[config.mk]
export PLATFORM = sky130hd
export DESIGN_NAME = unified_mem_arbiter
export DESIGN_NICKNAME = d
export VERILOG_FILES = /design/src/rtl/unified_mem_arbiter.sv
export SDC_FILE = /design/constraint.sdc
export NUM_CORES = 1
export LEC_CHECK = 0
export CORE_ASPECT_RATIO = 1.2
export CORE_MARGIN = 2
export CORE_UTILIZATION = 42
export CTS_CLUSTER_DIAMETER = 30
export DETAILED_ROUTE_END_ITERATION = 7
export GPL_ROUTABILITY_DRIVEN = 0
export PLACE_DENSITY = 0.74
export SYNTH_ARGS = -nofsm -noshare
export SYNTH_HDL_FRONTEND = slang
export SYNTH_SLANG_ARGS = --single-unit
[constraint.sdc]
create_clock -name clk -period 1.9 [get_ports clk]
set_input_delay 0.285 -clock clk [delete_from_list [all_inputs] [get_ports clk]]
set_output_delay 0.285 -clock clk [all_outputs]
set_load 0.01 [all_outputs]
[src/rtl/unified_mem_arbiter.sv]
// Shares one single-port memory between fetch and data ports; data wins, fetch wins after STARVE_MAX contended losses.
// Latency: grant -> mem_req next cycle -> pulse MEM_LATENCY cycles later; requesters stall by holding req until their pulse.
module unified_mem_arbiter #(
    parameter int XLEN        = 32,
    parameter int MEM_LATENCY = 2,
    parameter int STARVE_MAX  = 4
) (
    input  logic            clk,
    input  logic            reset,
    input  logic            if_req,
    input  logic [XLEN-1:0] if_addr,
    input  logic            if_flush,
    output logic            if_rvalid,
    output logic [XLEN-1:0] if_rdata,
    input  logic            d_req,
    input  logic            d_we,
    input  logic [XLEN-1:0] d_addr,
    input  logic [XLEN-1:0] d_wdata,
    input  logic [3:0]      d_be,
    output logic            d_done,
    output logic [XLEN-1:0] d_rdata,
    output logic            mem_req,
    output logic            mem_we,
    output logic [XLEN-1:0] mem_addr,
    output logic [XLEN-1:0] mem_wdata,
    output logic [3:0]      mem_be,
    input  logic [XLEN-1:0] mem_rdata
);
    localparam int LW = $clog2(MEM_LATENCY + 1);
    localparam int SW = $clog2(STARVE_MAX + 1);
    localparam logic [LW-1:0] LAT_INIT   = LW'(MEM_LATENCY);
    localparam logic [SW-1:0] STARVE_LIM = SW'(STARVE_MAX);

    typedef enum logic [1:0] {S_IDLE, S_BUSY, S_RESP} state_t;

    state_t          state_q, state_d;
    logic            own_d_q, own_d_d;
    logic [LW-1:0]   lat_cnt_q, lat_cnt_d;
    logic [SW-1:0]   starve_cnt_q, starve_cnt_d;
    logic            flush_pend_q, flush_pend_d;
    logic [XLEN-1:0] addr_q, addr_d;
    logic [XLEN-1:0] wdata_q, wdata_d;
    logic [3:0]      be_q, be_d;
    logic            we_q, we_d;
    logic [XLEN-1:0] if_rdata_q, if_rdata_d;
    logic [XLEN-1:0] d_rdata_q, d_rdata_d;

    logic fetch_ok, grant_i, grant_d;
    logic unused_addr_lsb;

    assign unused_addr_lsb = ^{if_addr[1:0], d_addr[1:0]};

    always_comb begin
        state_d      = state_q;
        own_d_d      = own_d_q;
        lat_cnt_d    = lat_cnt_q;
        starve_cnt_d = starve_cnt_q;
        flush_pend_d = flush_pend_q;
        addr_d       = addr_q;
        wdata_d      = wdata_q;
        be_d         = be_q;
        we_d         = we_q;
        if_rdata_d   = if_rdata_q;
        d_rdata_d    = d_rdata_q;
        fetch_ok     = if_req && !if_flush;
        grant_i      = 1'b0;
        grant_d      = 1'b0;

        case (state_q)
            S_IDLE: begin
                if (d_req && fetch_ok) begin
                    if (starve_cnt_q == STARVE_LIM) begin
                        grant_i = 1'b1;
                    end else begin
                        grant_d      = 1'b1;
                        starve_cnt_d = starve_cnt_q + SW'(1);
                    end
                end else if (d_req) begin
                    grant_d = 1'b1;
                end else if (fetch_ok) begin
                    grant_i = 1'b1;
                end

                if (grant_i) begin
                    starve_cnt_d = '0;
                    addr_d       = {if_addr[XLEN-1:2], 2'b00};
                    wdata_d      = '0;
                    be_d         = 4'hF;
                    we_d         = 1'b0;
                end else if (grant_d) begin
                    addr_d  = {d_addr[XLEN-1:2], 2'b00};
                    wdata_d = d_wdata;
                    be_d    = d_we ? d_be : 4'hF;
                    we_d    = d_we;
                end

                if (grant_i || grant_d) begin
                    own_d_d   = grant_d;
                    lat_cnt_d = LAT_INIT;
                    state_d   = S_BUSY;
                end
            end
            S_BUSY: begin
                lat_cnt_d = lat_cnt_q - LW'(1);
                if (!own_d_q && if_flush) begin
                    flush_pend_d = 1'b1;
                end
                // Read data is only guaranteed valid in the last BUSY cycle.
                if (lat_cnt_q == LW'(1)) begin
                    state_d = S_RESP;
                    if (own_d_q && !we_q) begin
                        d_rdata_d = mem_rdata;
                    end else if (!own_d_q) begin
                        if_rdata_d = mem_rdata;
                    end
                end
            end
            S_RESP: begin
                state_d      = S_IDLE;
                flush_pend_d = 1'b0;
            end
            default: state_d = S_IDLE;
        endcase
    end

    always_ff @(posedge clk or negedge reset) begin
        if (!reset) begin
            state_q      <= S_IDLE;
            own_d_q      <= 1'b0;
            lat_cnt_q    <= '0;
            starve_cnt_q <= '0;
            flush_pend_q <= 1'b0;
            addr_q       <= '0;
            wdata_q      <= '0;
            be_q         <= '0;
            we_q         <= 1'b0;
            if_rdata_q   <= '0;
            d_rdata_q    <= '0;
        end else begin
            state_q      <= state_d;
            own_d_q      <= own_d_d;
            lat_cnt_q    <= lat_cnt_d;
            starve_cnt_q <= starve_cnt_d;
            flush_pend_q <= flush_pend_d;
            addr_q       <= addr_d;
            wdata_q      <= wdata_d;
            be_q         <= be_d;
            we_q         <= we_d;
            if_rdata_q   <= if_rdata_d;
            d_rdata_q    <= d_rdata_d;
        end
    end

    logic busy, resp;
    assign busy = (state_q == S_BUSY);
    assign resp = (state_q == S_RESP);

    // A flush landing in the response cycle itself must still kill the pulse.
    assign if_rvalid = resp && !own_d_q && !flush_pend_q && !if_flush;
    assign d_done    = resp && own_d_q;
    assign if_rdata  = if_rdata_q;
    assign d_rdata   = d_rdata_q;
    assign mem_req   = busy && (lat_cnt_q == LAT_INIT);
    assign mem_we    = busy && we_q;
    assign mem_addr  = busy ? addr_q : '0;
    assign mem_wdata = busy ? wdata_q : '0;
    assign mem_be    = busy ? be_q : 4'h0;
endmodule
==> results.json <==
{
  "post-route-util": 0.659,
  "dp_hpwl_mm": 13.5,
  "drc": 0,
  "fin_ws_ns": -0.00288,
  "synth-seq-area-share": 0.518,
  "drive_gt1_frac": 0.264,
  "insertion_delay_ns": 0.42,
  "num_antenna_cells": 0,
  "clk_path_buf_depth": 2,
  "cp-end-kind": "output port",
  "synth_cells": 571,
  "syn_to_final_growth_pct": 53.0,
  "synth-seq-cells": 140,
  "skew_ns": 0.00774,
  "cts_buffers": 17,
  "critPathMaxStageDelay_ns": 0.43,
  "grt_overflow": 0,
  "avgSynthCellArea_um2": 11.8,
  "min_period_over_period": 1.00,
  "yosysWarningCount": 0,
  "crit_slowest_cell": "dfrtp_1",
  "grt_max_degree": 60,
  "synth_async_sr_flop_share": 1.00,
  "antenna_found_initial": 0,
  "port_buffers": 267,
  "cts_tree": "done",
  "finalInstanceArea_um2": 10300,
  "track_usage": 0.224,
  "worst_setup_path_start_kind": "register",
  "total_power_mw": 17.2,
  "worst-setup-path-type": "reg -> out",
  "rows": 50,
  "die_x_um": 120,
  "start_util": 0.431,
  "core_um2": 15700,
  "powerDensity_nw_per_um2": 1670,
  "io_pins": 274,
  "drt_iter0_markers": 322,
  "reg2reg_to": "d_rdata[31]$_DFFE_PN0P_",
  "fmax_ghz": 0.526,
  "avgViaCountPerCell": 5.29,
  "crit_top_cell": "buf_6",
  "violations": "setup timing",
  "yosysTopAreaCellShare": 0.518,
  "arrival_ns": 1.62,
  "r2r-start": "state_q[1]$_DFFE_PN0P_",
  "required_ns": 1.62,
  "drtPass1Iterations": 4,
  "synth_ff_type": "dfrtp_1",
  "hold_class": "in -> async",
  "hold_viol": 0,
  "htree_num_levels": 4,
  "netlist_area_um2": 6760,
  "cts_root_buf": "clkbuf_16",
  "clk_pin_slew_worst_paths_ns": 0.06,
  "routed_wirelength_mm": 19.4,
  "yosysUniqueCellTypes": 40,
  "dieArea_um2": 17100,
  "timing.hold.ws_ns": 0.364,
  "postRouteAntennaNets": 0,
  "synth-edff-count": 0,
  "r2r_cells": 6,
  "synth_largest_area_cell": "dfrtp_1",
  "crit_chain": "nor2b_4 -> buf_6 -> buf_16 -> buf_6 -> and2_4 -> buf_6",
  "layout_min_cycle_time_ns": 1.90,
  "setup_viol": 1,
  "maxCapViolCount": 0,
  "ir_worst_vdd_v": 0.000713,
  "synthTopCellsByCount": "dfrtp_1 (140), inv_1 (42), nor2_1 (39)",
  "cp_max_fo": 7,
  "grt_first_pass_wirelength_mm": 30.4,
  "vias": 5632,
  "dpl-instance-area_um2": 9710,
  "leakagePower_nw": 4.80,
  "yosys-top-cells-area": "dfrtp_1 (52%), mux2_4 (6.7%), mux2_2 (5.5%)",
  "wl_per_cell_um": 18.2,
  "rrSetupSlack_ns": 0.05,
  "die_y_um": 143,
  "status": "complete, but fails checks",
  "cts.sinks": 140,
  "rsz0062_at_grt": "yes",
  "grt_pass1_vias": 5845,
  "finalNetCount": 986,
  "slew_violations": 0,
  "yosysMostFrequentCell": "dfrtp_1"
}
[registers in the layout, indices dropped and copies added (netlist names)]
register      cells
d_rdata          32
if_rdata         32
wdata_q          32
addr_q           30
be_q              4
starve_cnt_q      3
lat_cnt_q         2
state_q           2
flush_pend_q      1
own_d_q           1
we_q              1
[through the flow]
| step | cells | setup WS [ns] | TNS (ns) |
|---|---|---|---|
| 2_1_floorplan | 572 | 0.224 | 0 |
| 5_1_grt | 1064 | -0.0614 | -0.265 |
| 3_5_place_dp | 1020 | -0.164 | -4.94 |
| 3_3_place_gp | 1020 | -0.112 | -2.79 |
| 4_1_cts | 1060 | -0.157 | -1.19 |
| 6_report | 1064 | -0.00288 | -0.00288 |
[where the power goes]
group / total [mW] / internal, mW / switching (mW) / leakage (nW)
Sequential: 5.12 / 4.40 / 0.720 / 1.68
Clock: 3.55 / 2.27 / 1.27 / 0.306
Combinational: 8.58 / 4.73 / 3.85 / 2.81
[placed cells by master, fill, tap and decap left out, drive strengths merged]
cell type / netlist / final
inv: 43 / 46
clkbuf: 23 / 63
a21bo: 1 / 1
a221oi: 30 / 30
a22oi: 34 / 34
and3: 1 / 1
conb: 1 / 2
nand2b: 3 / 3
clkdlybuf4s15: 0 / 2
a21o: 3 / 3
nor2: 39 / 39
clkinvlp: 0 / 2
or2b: 1 / 1
clkinv: 0 / 3
nor4: 2 / 2
nor3b: 1 / 1
or2: 1 / 1
a211oi: 4 / 4
a22o: 33 / 33
a31oi: 1 / 1
o21ai: 37 / 37
a311oi: 1 / 1
bufinv: 0 / 4
buf: 31 / 60
and2: 34 / 34
o41ai: 1 / 1
and3b: 30 / 30
mux2: 65 / 65
ha: 4 / 4
nand2: 2 / 2
dfrtp: 140 / 140
a21boi: 2 / 2
dlygate4sd2: 0 / 4
clkdlybuf4s50: 0 / 196
dlygate4sd3: 0 / 1
nor2b: 2 / 2
or3b: 1 / 1
[kinds of logic after synthesis]
kind of cell | synth area share
AOI/OAI and AO/OA | 0.164
adders and majority gates | 0.00740
buffers and inverters | 0.0740
DFF | 0.518
muxes | 0.125
other | 0.000555
and+or+nand+nor | 0.110
[layout make-up]
type	instances	area (um^2)
Clock inverter	12	184
Tap cell	208	260
Inverter	43	161
Fill cell	1210	5360
Sequential cell	140	3500
Clock buffer	19	453
Timing Repair Buffer	307	2970
Multi-Input combinational cell	335	2810
[worst max path at each step]
stage	from	endpoint	slack (ns)	cells after the start
3_3_place_gp	if_flush	if_rvalid	-0.11	3
4_1_cts	state_q[1]$_DFFE_PN0P_	mem_wdata[2]	-0.16	6
3_5_place_dp	if_flush	addr_q[10]$_DFFE_PN0P_	-0.16	6
2_1_floorplan	lat_cnt_q[1]$_DFFE_PN0P_	d_rdata[0]$_DFFE_PN0P_	0.22	6
5_1_grt	state_q[1]$_DFFE_PN0P_	mem_wdata[20]	-0.06	6
6_report	state_q[1]$_DFFE_PN0P_	mem_wdata[20]	-0.003	6
[timing repair]
action,CTS,global route
gates cloned,2,3
setup buffers,7,2
endpoints found under the hold margin,43,0
setup endpoints to repair,70,88
pin swaps,4,4
gates resized for setup,170,95
hold buffers,1,0
[metal layers]
layer  vias up  global-route usage  routed length, um
met4         0               0.106                660
li1       2586                   -                  -
met3        50              0.0567               1340
met1      2724               0.276               7990
met5         -                   0                  0
met2       272               0.371               9430
[worst max-delay path: cells and delay by family (launching register included)]
kind                   cells  cell delay, ns
DFF                        1            0.43
buffers and inverters      4            0.47
and+or+nand+nor            2            0.30
(Power assumes the default switching activity.)
